**config.mk**
```make
export PLATFORM = sky130hd
export DESIGN_NAME = nn_inference_sequencer
export DESIGN_NICKNAME = d
export VERILOG_FILES = /design/src/rtl/nn_inference_sequencer.sv
export SDC_FILE = /design/constraint.sdc
export NUM_CORES = 1
export LEC_CHECK = 0
export ABC_AREA = 1
export CORE_MARGIN = 4
export CORE_UTILIZATION = 40
export CTS_CLUSTER_DIAMETER = 80
export DETAILED_ROUTE_END_ITERATION = 12
export PLACE_DENSITY = 0.69
export SLEW_MARGIN = 20
export SYNTH_ARGS = -nofsm -noshare
export SYNTH_HDL_FRONTEND = slang
export SYNTH_SLANG_ARGS = --single-unit
```
**constraint.sdc**
```tcl
create_clock -name clk -period 2.55 [get_ports clk]
set_clock_uncertainty 0.05 [all_clocks]
set_input_delay 0.51 -clock clk [delete_from_list [all_inputs] [get_ports clk]]
set_output_delay 0.51 -clock clk [all_outputs]
set_load 0.01 [all_outputs]
```
**src/rtl/nn_inference_sequencer.sv**
```systemverilog
// Control sequencer for a two-layer fully connected network.
// It walks the datapath through every layer-1 and layer-2 dot product.
// It writes the hidden activations back to memory.
// It tracks the best layer-2 score and publishes the winning class index when the run completes.
module nn_inference_sequencer #(
  parameter int N_IN    = 784,
  parameter int N_HID   = 64,
  parameter int N_OUT   = 10,
  parameter int MAC_LAT = 2
) (
  input  logic        clk,
  input  logic        resetn,
  input  logic        start,
  input  logic [31:0] acc_data,
  output logic        mac_en,
  output logic        mac_clear,
  output logic        layer_sel,
  output logic [9:0]  in_addr,
  output logic [15:0] w_addr,
  output logic        wb_en,
  output logic [5:0]  wb_addr,
  output logic        busy,
  output logic        done,
  output logic [3:0]  current_state,
  output logic [3:0]  argmax_output
);

  typedef enum logic [3:0] {
    IDLE     = 4'd0,
    L1_MAC   = 4'd1,
    L1_DRAIN = 4'd2,
    L1_WB    = 4'd3,
    L2_MAC   = 4'd4,
    L2_DRAIN = 4'd5,
    L2_WB    = 4'd6,
    DONE     = 4'd7
  } state_t;

  localparam int DW = (MAC_LAT > 1) ? $clog2(MAC_LAT) : 1;
  localparam logic [9:0]    L1_LAST    = 10'(N_IN - 1);
  localparam logic [9:0]    L2_LAST    = 10'(N_HID - 1);
  localparam logic [5:0]    HID_LAST   = 6'(N_HID - 1);
  localparam logic [5:0]    OUT_LAST   = 6'(N_OUT - 1);
  localparam logic [DW-1:0] DRAIN_LAST = DW'(MAC_LAT - 1);

  state_t state_reg, state_next;

  logic [1:0]         sync_reg;
  logic               start_prev_reg;
  logic               start_event;
  logic [9:0]         i_reg;
  logic [5:0]         n_reg;
  logic [15:0]        w_reg;
  logic [DW-1:0]      drain_reg;
  logic signed [31:0] best_score_reg;
  logic [3:0]         best_idx_reg;
  logic [3:0]         argmax_reg;
  logic               best_update;

  // Two-flop synchroniser on the push-button level, plus a delayed copy used to detect its rising edge
  always_ff @(posedge clk or negedge resetn) begin
    if (!resetn) begin
      sync_reg       <= 2'b00;
      start_prev_reg <= 1'b0;
    end else begin
      sync_reg       <= {sync_reg[0], start};
      start_prev_reg <= sync_reg[1];
    end
  end

  assign start_event = sync_reg[1] & ~start_prev_reg;

  // The first score always wins.
  // After that only a strictly greater score replaces the best, so ties keep the lower index.
  assign best_update = (n_reg == 6'd0) || ($signed(acc_data) > best_score_reg);

  // State register
  always_ff @(posedge clk or negedge resetn) begin
    if (!resetn) state_reg <= IDLE;
    else         state_reg <= state_next;
  end

  // Next-state logic
  always_comb begin
    state_next = state_reg;
    case (state_reg)
      IDLE, DONE: if (start_event) state_next = L1_MAC;
      L1_MAC:     if (i_reg == L1_LAST) state_next = L1_DRAIN;
      L1_DRAIN:   if (drain_reg == DRAIN_LAST) state_next = L1_WB;
      L1_WB:      state_next = (n_reg == HID_LAST) ? L2_MAC : L1_MAC;
      L2_MAC:     if (i_reg == L2_LAST) state_next = L2_DRAIN;
      L2_DRAIN:   if (drain_reg == DRAIN_LAST) state_next = L2_WB;
      L2_WB:      state_next = (n_reg == OUT_LAST) ? DONE : L2_MAC;
      default:    state_next = IDLE;
    endcase
  end

  // Counters, running weight address and argmax tracking.
  // w_reg only ever increments during MAC cycles, which yields n*N + i without a multiplier.
  always_ff @(posedge clk or negedge resetn) begin
    if (!resetn) begin
      i_reg          <= '0;
      n_reg          <= '0;
      w_reg          <= '0;
      drain_reg      <= '0;
      best_score_reg <= '0;
      best_idx_reg   <= '0;
      argmax_reg     <= '0;
    end else begin
      case (state_reg)
        IDLE, DONE: begin
          if (start_event) begin
            i_reg          <= '0;
            n_reg          <= '0;
            w_reg          <= '0;
            drain_reg      <= '0;
            best_score_reg <= '0;
            best_idx_reg   <= '0;
          end
        end
        L1_MAC, L2_MAC: begin
          w_reg     <= w_reg + 16'd1;
          drain_reg <= '0;
          if (i_reg == ((state_reg == L1_MAC) ? L1_LAST : L2_LAST)) i_reg <= '0;
          else                                                      i_reg <= i_reg + 10'd1;
        end
        L1_DRAIN, L2_DRAIN: begin
          drain_reg <= (drain_reg == DRAIN_LAST) ? '0 : drain_reg + DW'(1);
        end
        L1_WB: begin
          i_reg <= '0;
          if (n_reg == HID_LAST) begin
            n_reg <= '0;
            w_reg <= '0;
          end else begin
            n_reg <= n_reg + 6'd1;
          end
        end
        L2_WB: begin
          i_reg <= '0;
          if (best_update) begin
            best_score_reg <= $signed(acc_data);
            best_idx_reg   <= n_reg[3:0];
          end
          // The published index changes only when the last score has been seen
          if (n_reg == OUT_LAST) argmax_reg <= best_update ? n_reg[3:0] : best_idx_reg;
          else                   n_reg      <= n_reg + 6'd1;
        end
        default: ;
      endcase
    end
  end

  // Output decode from state and counters; everything collapses to zero in IDLE after reset
  always_comb begin
    mac_en        = 1'b0;
    mac_clear     = 1'b0;
    layer_sel     = 1'b0;
    wb_en         = 1'b0;
    busy          = 1'b1;
    done          = 1'b0;
    in_addr       = i_reg;
    w_addr        = w_reg;
    wb_addr       = n_reg;
    current_state = state_reg;
    case (state_reg)
      IDLE:     busy = 1'b0;
      DONE: begin
        busy = 1'b0;
        done = 1'b1;
      end
      L1_MAC: begin
        mac_en    = 1'b1;
        mac_clear = (i_reg == 10'd0);
      end
      L1_WB:    wb_en = 1'b1;
      L2_MAC: begin
        mac_en    = 1'b1;
        mac_clear = (i_reg == 10'd0);
        layer_sel = 1'b1;
      end
      L2_DRAIN, L2_WB: layer_sel = 1'b1;
      default: ;
    endcase
  end

  assign argmax_output = argmax_reg;

endmodule

```
==> results <==
- In the global route stage, overall resource usage came out at 0.177.
- The number of cells on the worst reg-to-reg path is 15.
- The clock latency on the worst-skew pair is 0.34 ns.
- Prior to clock tree synthesis, the placed netlist has a worst setup slack of -0.254 ns.
- The largest vdd supply drop is 0.000498 V.
- The total number of clock tree sinks is 79.
- The power density over the cells is 716 nW/um2.
- The worst hold path belongs to the class in2async.
- The number of flip-flops under the largest register name is 32.
- The via count of the first global-routing pass is 4492.
- The number of placed instances, taps included is 876.
- By area the synthesized netlist is led by sky130_fd_sc_hd__dfrtp_1, sky130_fd_sc_hd__nand2_1, sky130_fd_sc_hd__ha_1.
- The height of the die is 120 um.
- Based on the critical path, the design can be clocked at up to 412 MHz.
- The largest net degree at the start of global routing is 46.
- The critical path goes through buf_4, nand2_1, nand2_2, nand2_2, clkdlybuf4s50_1.
- The via count is 4382.
- Leaving out filler cells and counting taps, the final layout contains 894.
- Final hold analysis gives a worst-case slack of 0.0748 ns.
- In this run, the number of DRC markers left after iteration 0 of detailed routing was 272.
- The maximum count of clock buffers along a single path is 2.
- The number of placement rows is 40.
- The proportion of register bits with asynchronous set or reset after synthesis is 1.00.
- In this run the critical register-to-register path is captured at best_score_reg[14].
- The critical path arrival is 1.87 ns.
- The global-route congestion overflow total is 0.
- In this run the cell area measured after placement is 6110 um2.
- sky130_fd_sc_hd__nand2_1 is the most common cell in the netlist.
- The startpoint class of the critical path is a flip-flop.
- The number of antenna diodes in the final layout is 0.
- The first global-routing pass estimated 20.6 mm of wire.
- The startpoint identified for the worst register-to-register timing path is best_score_reg[15].
- The run finished with clean final reports.
- The endpoint kind of the worst setup timing path is a primary output.
- The relative area change from synthesis to final layout is 29.4%.
- The analysis attributes to cell leakage a power of 2.99 nW.
- The pre-antenna-repair detailed-routing pass consisted of 5 iterations.
- The cell at the slowest stage of the critical path is sky130_fd_sc_hd__clkdlybuf4s50_1.
- The CTS clock-pin slew for the worst setup and hold paths is 0.06 ns.
- Once layout is done, the placed cells without fillers occupy 6440 um2.
- In the synthesized netlist the dominant register cell turns out to be sky130_fd_sc_hd__dfrtp_1.
- After synthesis the cells add up to 4980 um2.
- The maximum fanout along the worst path is 4.
- Yosys mapped a number of flops with a built-in enable equal to 0.
- Counting the buffers created by CTS gives 9.
- For this run, the register share of the synthesized area comes to 0.397.
- The number of primary I/O pins is 81.
- The Yosys step of the flow raised 0 warnings.
- TritonCTS built the clock tree.
- The origin of the worst setup path is current_state[1].
- The worst path meets setup with 0.124 ns of slack.
- Once detail routing completed, the nets flagged for antenna violations numbered 0.
- The number of violations of the max-capacitance limit is 0.
- Setup slack on the worst reg-to-reg path comes out at 0.34 ns.
- The initial utilization of the core area, before any placement, comes to 0.411.
- After technology mapping, the gate count stands at 618.
- The number of pins with negative max-slew slack in the final report is 0.
- Of the cells placed in the final design, the portion with a size suffix greater than 1 is 0.138.
- Synthesis instantiated 45 different standard cells from the library.
- The maximum cell stage delay along the critical path is 0.54 ns.
- At the end of routability-driven placement, the weighted congestion stood at 0.879.
- Setup violations remaining at the end of the flow were counted as 0.
- The deepest level of the CTS H-tree is 3.
- In this run the worst setup path terminates at busy.
- By count the netlist is led by sky130_fd_sc_hd__nand2_1, sky130_fd_sc_hd__inv_1, sky130_fd_sc_hd__dfrtp_1.
- After detailed routing, the number of vias per cell comes to 4.90.
- In the final design database the tool counted 794 nets.
- In the finished design, the share of the clock period the worst path needs comes to 0.951.
- The required time at the worst-slack endpoint is 1.99 ns.
- The wire length per cell after detailed routing is 13.4 um.
- The port buffer count is 79.
- At the pin with the least slew margin, the transition time is 0.513 ns.
- The share of synthesized area in the top cell type comes to 0.397.
- The number of antenna violations at the first check in global routing is 0.
- The wire-length estimate of the detail-placed layout is 8.93 mm.
- The DRC violations left is 0.
- The number of flip-flops and latches in the synthesized netlist is 79.
- In this design, the critical path's most frequently occurring cell is sky130_fd_sc_hd__nand2_2.
- The post-layout minimum cycle time is 2.43 ns.
- The number of hold-slack violations in the final timing report came to 0.
- The die is 120 um wide.
- The floorplan step defined a die boundary enclosing 14300 um2.
- The category of the critical setup timing path is reg2out.
- Of all cell types, the one taking the most synthesized area is sky130_fd_sc_hd__dfrtp_1.
- The average cell area after synthesis is 8.06 um2.
- The core region is 12100 um2.
- The root buffer cell is sky130_fd_sc_hd__clkbuf_16.
- The wire length after detailed routing is 12.0 mm.
- The worst slew margin relative to its limit is 0.658.
- The net count after synthesis is 691.
## cell families after synthesis
kind of cell | after synthesis | synth area share
XOR/XNOR | 9 | 0.0158
buffers and inverters | 108 | 0.0945
adder cells (fa/ha/maj) | 38 | 0.0955
AO/OA/AOI/OAI | 64 | 0.0804
AND/OR/NAND/NOR | 319 | 0.316
other | 1 | 0.000753
flip-flops | 79 | 0.397
## how the worst min path moves through the flow
stage / from / endpoint / slack, ns / cells after the start
after detailed placement: sync_reg[0] / sync_reg[1] / 0.29 / 0
after global routing: resetn / w_addr[9] / 0.10 / 1
final: resetn / w_addr[9] / 0.07 / 1
after global placement: sync_reg[0] / sync_reg[1] / 0.28 / 0
after floorplan: resetn / argmax_output[0] / 0.16 / 0
after CTS: resetn / w_addr[9] / 0.08 / 1
## cell type report
class	instances	area, um2
Fill cell	1175	5670
Multi-Input combinational cell	431	2560
Inverter	94	354
Tap cell	168	210
Clock inverter	5	58.8
Timing Repair Buffer	106	1050
Sequential cell	79	1980
Clock buffer	11	233
## layer usage
layer / share of wire / wire length, um / GRT usage
met1: 0.44 / 5240 / 0.215
met2: 0.51 / 6120 / 0.303
met3: 0.044 / 533 / 0.0452
met4: 0.0093 / 112 / 0.0616
met5: 0 / 0 / 0
## cells in the final DEF (no fill, tap or decap), types with 12 or more instances in the layout
master	synthesis	routed
sky130_fd_sc_hd__a21oi_1	24	23
sky130_fd_sc_hd__buf_4	2	23
sky130_fd_sc_hd__clkdlybuf4s50_1	0	76
sky130_fd_sc_hd__dfrtp_1	79	79
sky130_fd_sc_hd__ha_1	38	38
sky130_fd_sc_hd__inv_1	86	86
sky130_fd_sc_hd__nand2_1	157	156
sky130_fd_sc_hd__nand2_2	21	22
sky130_fd_sc_hd__nand3_1	24	24
sky130_fd_sc_hd__nand4_1	40	40
sky130_fd_sc_hd__nor2_1	39	37
sky130_fd_sc_hd__nor3_1	12	12
sky130_fd_sc_hd__o21ai_0	13	13
## per-stage QoR
stage	power (mW)	setup TNS, ns	util
6_report	4.61	0	0.532
2_1_floorplan	2.61	0	-
3_3_place_gp	3.27	-6.25	0.505
4_1_cts	4.62	0	0.529
5_1_grt	4.91	-0.00112	0.532
3_5_place_dp	3.33	-8.93	0.505
## critical path, delay by kind of cell (launching register included)
family | cells | cell delay [ns]
buffers and inverters | 2 | 0.71
and+or+nand+nor | 3 | 0.41
DFF | 1 | 0.41
## where the power goes
group	switching (mW)	internal, mW	leakage, nW
Sequential	0.0853	1.34	1.06
Combinational	1.18	0.739	1.79
Clock	0.512	0.758	0.136
## what timing repair did
item	in CTS	in global routing
gates resized for setup	1	7
hold buffers	0	0
pin swaps	0	2
setup endpoints to repair	1	39
buffers inserted	0	2
No activity file was read; power rests on OpenSTA's default activity.
